### src/rtl/divider_unit_pkg.sv
`default_nettype none
// ============================================================================
//  Module      : divider_unit_pkg
//  Description : Shared definitions for the RV32M divide/remainder unit:
//                operand width, iteration counter width, div_op encodings
//                and FSM state encodings. Lives next to the ALU op defines.
//  Revision    : 1.0 - initial release
// ============================================================================
package divider_unit_pkg;

  localparam int XLEN  = 32;  // operand/result width; only 32 is supported
  localparam int CNT_W = 5;   // log2(XLEN)

  typedef enum logic [1:0] {
    DIV_OP_DIV  = 2'b00,
    DIV_OP_DIVU = 2'b01,
    DIV_OP_REM  = 2'b10,
    DIV_OP_REMU = 2'b11
  } div_op_e;

  typedef enum logic [1:0] {
    ST_IDLE = 2'b00,
    ST_CALC = 2'b01,
    ST_DONE = 2'b10
  } div_state_e;

  // Bit 0 of the op code selects unsigned, bit 1 selects remainder.
  function automatic logic op_is_signed(input logic [1:0] op);
    return ~op[0];
  endfunction

  function automatic logic op_is_rem(input logic [1:0] op);
    return op[1];
  endfunction

endpackage
`default_nettype wire

### src/rtl/divider_unit.sv
`default_nettype none
// ============================================================================
//  Module      : divider_unit
//  Description : Multi-cycle RV32M DIV/DIVU/REM/REMU unit. Restoring
//                division on operand magnitudes, one quotient bit per clock,
//                with sign fix-up applied when the result is written.
//                Divide-by-zero and signed overflow bypass the iteration.
//  Ports       : clk     - rising-edge clock
//                reset   - synchronous active-high reset
//                start   - request, sampled only while idle
//                div_op  - 00 DIV, 01 DIVU, 10 REM, 11 REMU
//                src_A   - dividend
//                src_B   - divisor
//                flush   - abort operation in flight / drop request
//                busy    - unit not idle
//                done    - one-cycle pulse, result valid in same cycle
//                result  - registered quotient or remainder
//  Revision    : 1.0 - initial release
// ============================================================================
module divider_unit
  import divider_unit_pkg::*;
(
  input  logic            clk,
  input  logic            reset,
  input  logic            start,
  input  logic [1:0]      div_op,
  input  logic [XLEN-1:0] src_A,
  input  logic [XLEN-1:0] src_B,
  input  logic            flush,
  output logic            busy,
  output logic            done,
  output logic [XLEN-1:0] result
);

  localparam logic [XLEN-1:0] C_INT_MIN  = {1'b1, {(XLEN-1){1'b0}}};
  localparam logic [XLEN-1:0] C_ALL_ONES = {XLEN{1'b1}};

  div_state_e        state_q, state_d;
  logic [CNT_W-1:0]  cnt_q, cnt_d;
  logic [XLEN-1:0]   quo_q, quo_d;     // dividend shifting out, quotient shifting in
  logic [XLEN-1:0]   rem_q, rem_d;     // partial remainder
  logic [XLEN-1:0]   dvsr_q, dvsr_d;   // divisor magnitude
  logic              is_rem_q, is_rem_d;
  logic              neg_quo_q, neg_quo_d;
  logic              neg_rem_q, neg_rem_d;
  logic [XLEN-1:0]   result_q, result_d;

  // Operand conditioning for the IDLE capture.
  logic            w_signed;
  logic [XLEN-1:0] w_abs_a, w_abs_b;
  logic            w_div_zero, w_overflow;
  logic [XLEN-1:0] w_special;

  // One restoring step on the current registers.
  logic [XLEN:0]   w_rem_shift, w_trial;
  logic [XLEN-1:0] w_step_quo, w_step_rem;
  logic [XLEN-1:0] w_fin_quo, w_fin_rem;

  always_comb begin
    w_signed   = op_is_signed(div_op);
    w_abs_a    = (w_signed && src_A[XLEN-1]) ? -src_A : src_A;
    w_abs_b    = (w_signed && src_B[XLEN-1]) ? -src_B : src_B;
    w_div_zero = (src_B == '0);
    w_overflow = w_signed && (src_A == C_INT_MIN) && (src_B == C_ALL_ONES);
    if (w_div_zero) begin
      w_special = op_is_rem(div_op) ? src_A : C_ALL_ONES;
    end else begin
      w_special = op_is_rem(div_op) ? '0 : C_INT_MIN;
    end

    // rem < divisor always holds, so the shifted value fits in XLEN+1 bits
    // and the trial subtraction's top bit is a clean borrow flag.
    w_rem_shift = {rem_q, quo_q[XLEN-1]};
    w_trial     = w_rem_shift - {1'b0, dvsr_q};
    if (!w_trial[XLEN]) begin
      w_step_rem = w_trial[XLEN-1:0];
      w_step_quo = {quo_q[XLEN-2:0], 1'b1};
    end else begin
      w_step_rem = w_rem_shift[XLEN-1:0];
      w_step_quo = {quo_q[XLEN-2:0], 1'b0};
    end
    w_fin_quo = neg_quo_q ? -w_step_quo : w_step_quo;
    w_fin_rem = neg_rem_q ? -w_step_rem : w_step_rem;
  end

  always_comb begin
    state_d   = state_q;
    cnt_d     = cnt_q;
    quo_d     = quo_q;
    rem_d     = rem_q;
    dvsr_d    = dvsr_q;
    is_rem_d  = is_rem_q;
    neg_quo_d = neg_quo_q;
    neg_rem_d = neg_rem_q;
    result_d  = result_q;

    case (state_q)
      ST_IDLE: begin
        // A flush in the same cycle as start kills the request.
        if (start && !flush) begin
          is_rem_d  = op_is_rem(div_op);
          neg_quo_d = w_signed && (src_A[XLEN-1] ^ src_B[XLEN-1]);
          neg_rem_d = w_signed && src_A[XLEN-1];
          quo_d     = w_abs_a;
          rem_d     = '0;
          dvsr_d    = w_abs_b;
          if (w_div_zero || w_overflow) begin
            result_d = w_special;
            state_d  = ST_DONE;
          end else begin
            cnt_d   = CNT_W'(XLEN - 1);
            state_d = ST_CALC;
          end
        end
      end
      ST_CALC: begin
        if (flush) begin
          state_d = ST_IDLE;
        end else begin
          quo_d = w_step_quo;
          rem_d = w_step_rem;
          if (cnt_q == '0) begin
            result_d = is_rem_q ? w_fin_rem : w_fin_quo;
            state_d  = ST_DONE;
          end else begin
            cnt_d = cnt_q - CNT_W'(1);
          end
        end
      end
      ST_DONE: begin
        state_d = ST_IDLE;
      end
      default: begin
        state_d = ST_IDLE;
      end
    endcase
  end

  always_ff @(posedge clk) begin
    if (reset) begin
      state_q   <= ST_IDLE;
      cnt_q     <= '0;
      quo_q     <= '0;
      rem_q     <= '0;
      dvsr_q    <= '0;
      is_rem_q  <= 1'b0;
      neg_quo_q <= 1'b0;
      neg_rem_q <= 1'b0;
      result_q  <= '0;
    end else begin
      state_q   <= state_d;
      cnt_q     <= cnt_d;
      quo_q     <= quo_d;
      rem_q     <= rem_d;
      dvsr_q    <= dvsr_d;
      is_rem_q  <= is_rem_d;
      neg_quo_q <= neg_quo_d;
      neg_rem_q <= neg_rem_d;
      result_q  <= result_d;
    end
  end

  assign busy   = (state_q != ST_IDLE);
  // A flush arriving while in DONE kills the completion pulse.
  assign done   = (state_q == ST_DONE) && !flush;
  assign result = result_q;

endmodule
`default_nettype wire
### config.mk
export PLATFORM = sky130hd
export DESIGN_NAME = divider_unit
export DESIGN_NICKNAME = d
export VERILOG_FILES = /design/src/rtl/divider_unit_pkg.sv /design/src/rtl/divider_unit.sv
export SDC_FILE = /design/constraint.sdc
export NUM_CORES = 1
export LEC_CHECK = 0
export ABC_AREA = 1
export CAP_MARGIN = 20
export CORE_MARGIN = 2
export CORE_UTILIZATION = 33
export DETAILED_ROUTE_END_ITERATION = 10
export GPL_TIMING_DRIVEN = 0
export HOLD_SLACK_MARGIN = 0.12
export PLACE_DENSITY = 0.49
export SYNTH_ARGS = -nofsm -noshare
export SYNTH_HDL_FRONTEND = slang
export SYNTH_SLANG_ARGS = --single-unit
### constraint.sdc
create_clock -name clk -period 4.3 [get_ports clk]
set_input_delay 0.86 -clock clk [delete_from_list [all_inputs] [get_ports clk]]
set_output_delay 0.86 -clock clk [all_outputs]
set_load 0.02 [all_outputs]
==> run metrics <==
Critical Path AT 4.33 ns; largest net degree at the start of global routing 17; cell at the slowest stage of the critical path fa_2; share of cells above drive strength 1 8.60%; Min-Delay Path Class reg2reg; outcome complete, no violations; Setup TNS 0 ns; Area Overhead vs Synth 19.6%; nets 2445; commonest non-fill, non-tap cell in the layout nand2_1; Max Root-Sink Buffers 2; routed length per placed instance 19.1 um; pwr/cell area 302 nW/um^2; Root Driver clkbuf_16; filler cell count 4335; fmax 0.248 GHz; share of flip-flops with an asynchronous set or reset 0%; total track usage 27.1%; synth warn 0; first-pass GRT wire length 83.1 mm; via count 14.8k; register area share after synthesis 21.6%; CP startpoint kind register; Via-to-Cell Ratio 5.17; Crit Path Max Fanout 3; Mapped Avg Cell Area 5.80 um^2; I/O pin cnt 104; initial antenna violation count 0; post-DP HPWL 45.1 mm; Critical Path RT 4.61 ns; Cell Area, Synth 12800 um^2; top_reg_cell synth dfxtp_1; Die Y 201 um; Rel. slew slack 30.8%; routability cong. 0.938; final instance area 15300 um^2; Crit. Startpoint quo_q[31]$_SDFFE_PP0P_; clock sink count 138; CTS Buf Count 17; endpoints failing hold 0; number of synthesized flops with an enable pin 0; RSZ-0062 raised after global routing yes; CP Capture Type register; later-pin clock latency in the skew report 0.46 ns; Clock Skews 0.0143 ns; Die W 201 um; Slew @ Worst Pin 1.03 ns; final WL 54.7 mm; die area 40400 um^2; initial drt markers 1222; CTS H-tree lvls 4; crit path time final 4.03 ns; Lkg Pwr 7.16 nW; Max Cap Violations 0; total grt overflow 0; vias in the first global route 13.9k; Setup-failing EPs final 0; Initial Util 33.3%; post-synth net total 2317; fin crit share 93.6%; core area 38500 um^2; DP Area 14500 um^2; CTS tree built; WS Path Type reg2reg; Slew Viols, Final 0; worst hold slack 0.464 ns; worst vdd ir 0.320 mV; port buffer count 102; Top cell by count, worst path inv_2; TritonRoute pass-1 iters 6; count of cell types in the netlist 53; Core Rows 72; crit-path max cell delay 0.38 ns; Residual DRC 0; Hold Crit Start result[26]$_SDFFE_PP0P_; Clk pin slew, worst setup/hold paths 0.07 ns; Yosys reg bits 138; Critical R2R Launch quo_q[31]$_SDFFE_PP0P_; antenna-violating nets left 0; commonest cells after routing, fill and taps aside nand2_1, inv_1, a21oi_1, nor2_1, nand3_1; Post-Syn Instances 2207
==> area by class of cell <==
cell class	count	area (um^2)	share of cell area, %
multi-input combinational	1673	8610	56.2
sequential	138	2760	18.0
inverter	307	1150	7.52
timing repair buffer	111	1090	7.11
tap	518	648	4.23
buffer	87	467	3.05
clock buffer	18	439	2.87
clock inverter	14	146	0.956
antenna	1	2.50	0.0163
==> power breakdown <==
group	internal, mW	switching, mW	leakage, nW
Clock	0.832	0.681	0.283
Combinational	0.542	1.15	5.75
Sequential	1.35	0.0683	1.12
==> per-layer routing <==
layer | wire [um] | GRT usage [%]
met1 | 27000 | 39.1
met2 | 23300 | 40.9
met3 | 3400 | 5.02
met4 | 1080 | 7.51
met5 | 0 | 0
==> kinds of logic (layout without fill, tap and decap cells) <==
logic type / Yosys count / in the layout / share of synthesized area, %
AND/OR/NAND/NOR: 1166 / 1166 / 40.1
AO/OA/AOI/OAI: 415 / 415 / 18.0
buffers and inverters: 396 / 537 / 12.8
flip-flops: 138 / 138 / 21.6
XOR/XNOR: 52 / 52 / 3.56
adder cells (fa/ha/maj): 40 / 40 / 3.97
other: 0 / 1 / 0
==> cells in the mapped netlist (3+ instances only) <==
cell type	instances	share of area, %
a21o_1	3	0.18
a21oi_1	197	7.7
a21oi_2	5	0.34
a221oi_1	4	0.27
a31oi_1	9	0.44
and2_1	5	0.24
and3_1	3	0.15
buf_1	5	0.15
buf_2	5	0.20
buf_6	11	0.97
buf_8	3	0.35
clkbuf_1	60	1.8
clkinv_1	4	0.12
dfxtp_1	138	22
ha_1	39	3.8
inv_1	294	8.6
inv_2	9	0.26
nand2_1	646	19
nand2_2	34	1.7
nand2_4	18	1.6
nand3_1	154	6.0
nand3_2	5	0.39
nand3b_1	5	0.29
nand4_1	30	1.5
nor2_1	192	5.6
nor2_2	11	0.54
nor2_4	5	0.44
nor3_1	37	1.4
nor3_2	5	0.39
nor4_1	8	0.39
o211ai_1	16	0.94
o21ai_0	130	5.1
o21ai_1	11	0.43
o21bai_1	5	0.29
o221ai_1	25	1.7
o31ai_1	5	0.29
xnor2_1	27	1.8
xor2_1	25	1.7
==> sequential cells by signal (all words and copies together), names as in the netlist <==
signal and count:
cnt_q 5, dvsr_q 32, is_rem_q 1, neg_quo_q 1
neg_rem_q 1, quo_q 32, rem_q 32, result 32
state_q 2
==> timing repair <==
| item | in CTS | in global routing |
|---|---|---|
| gates resized for setup | 10 | 49 |
| setup buffers | 2 | 7 |
| setup endpoints to repair | 11 | 32 |
| pin swaps | 3 | 12 |
| hold buffers | 0 | 0 |
==> through the flow <==
| stage | cells | util (%) | power, mW | setup WS [ns] |
|---|---|---|---|---|
| detailed placement | 2827 | 37.6 | 3.03 | -0.756 |
| floorplan | 2207 | - | 2.48 | 0.353 |
| finish | 2867 | 39.8 | 4.62 | 0.273 |
| global placement | 2827 | 37.6 | 3.03 | -0.655 |
| global route | 2866 | 39.8 | 4.89 | -0.0292 |
| CTS | 2860 | 39.2 | 4.57 | 0.0119 |
==> critical path, delay by kind of cell, from the launching register on <==
family	cells	cell delay, ns
XOR/XNOR	1	0.16
AO/OA/AOI/OAI	4	0.56
adder cells (fa/ha/maj)	3	0.72
flip-flops	1	0.32
AND/OR/NAND/NOR	17	1.84
buffers and inverters	4	0.27
==> worst paths after layout <==
path | endpoint | slack, ns | cells past startpoint
setup reg to reg | result[28]$_SDFFE_PP0P_ | 0.27 | 29
hold reg to reg | result[26]$_SDFFE_PP0P_ | 0.46 | 2
hold / removal | result[26]$_SDFFE_PP0P_ | 0.46 | 2
setup / recovery | result[28]$_SDFFE_PP0P_ | 0.27 | 29
No activity file was read; power rests on OpenSTA's default activity.
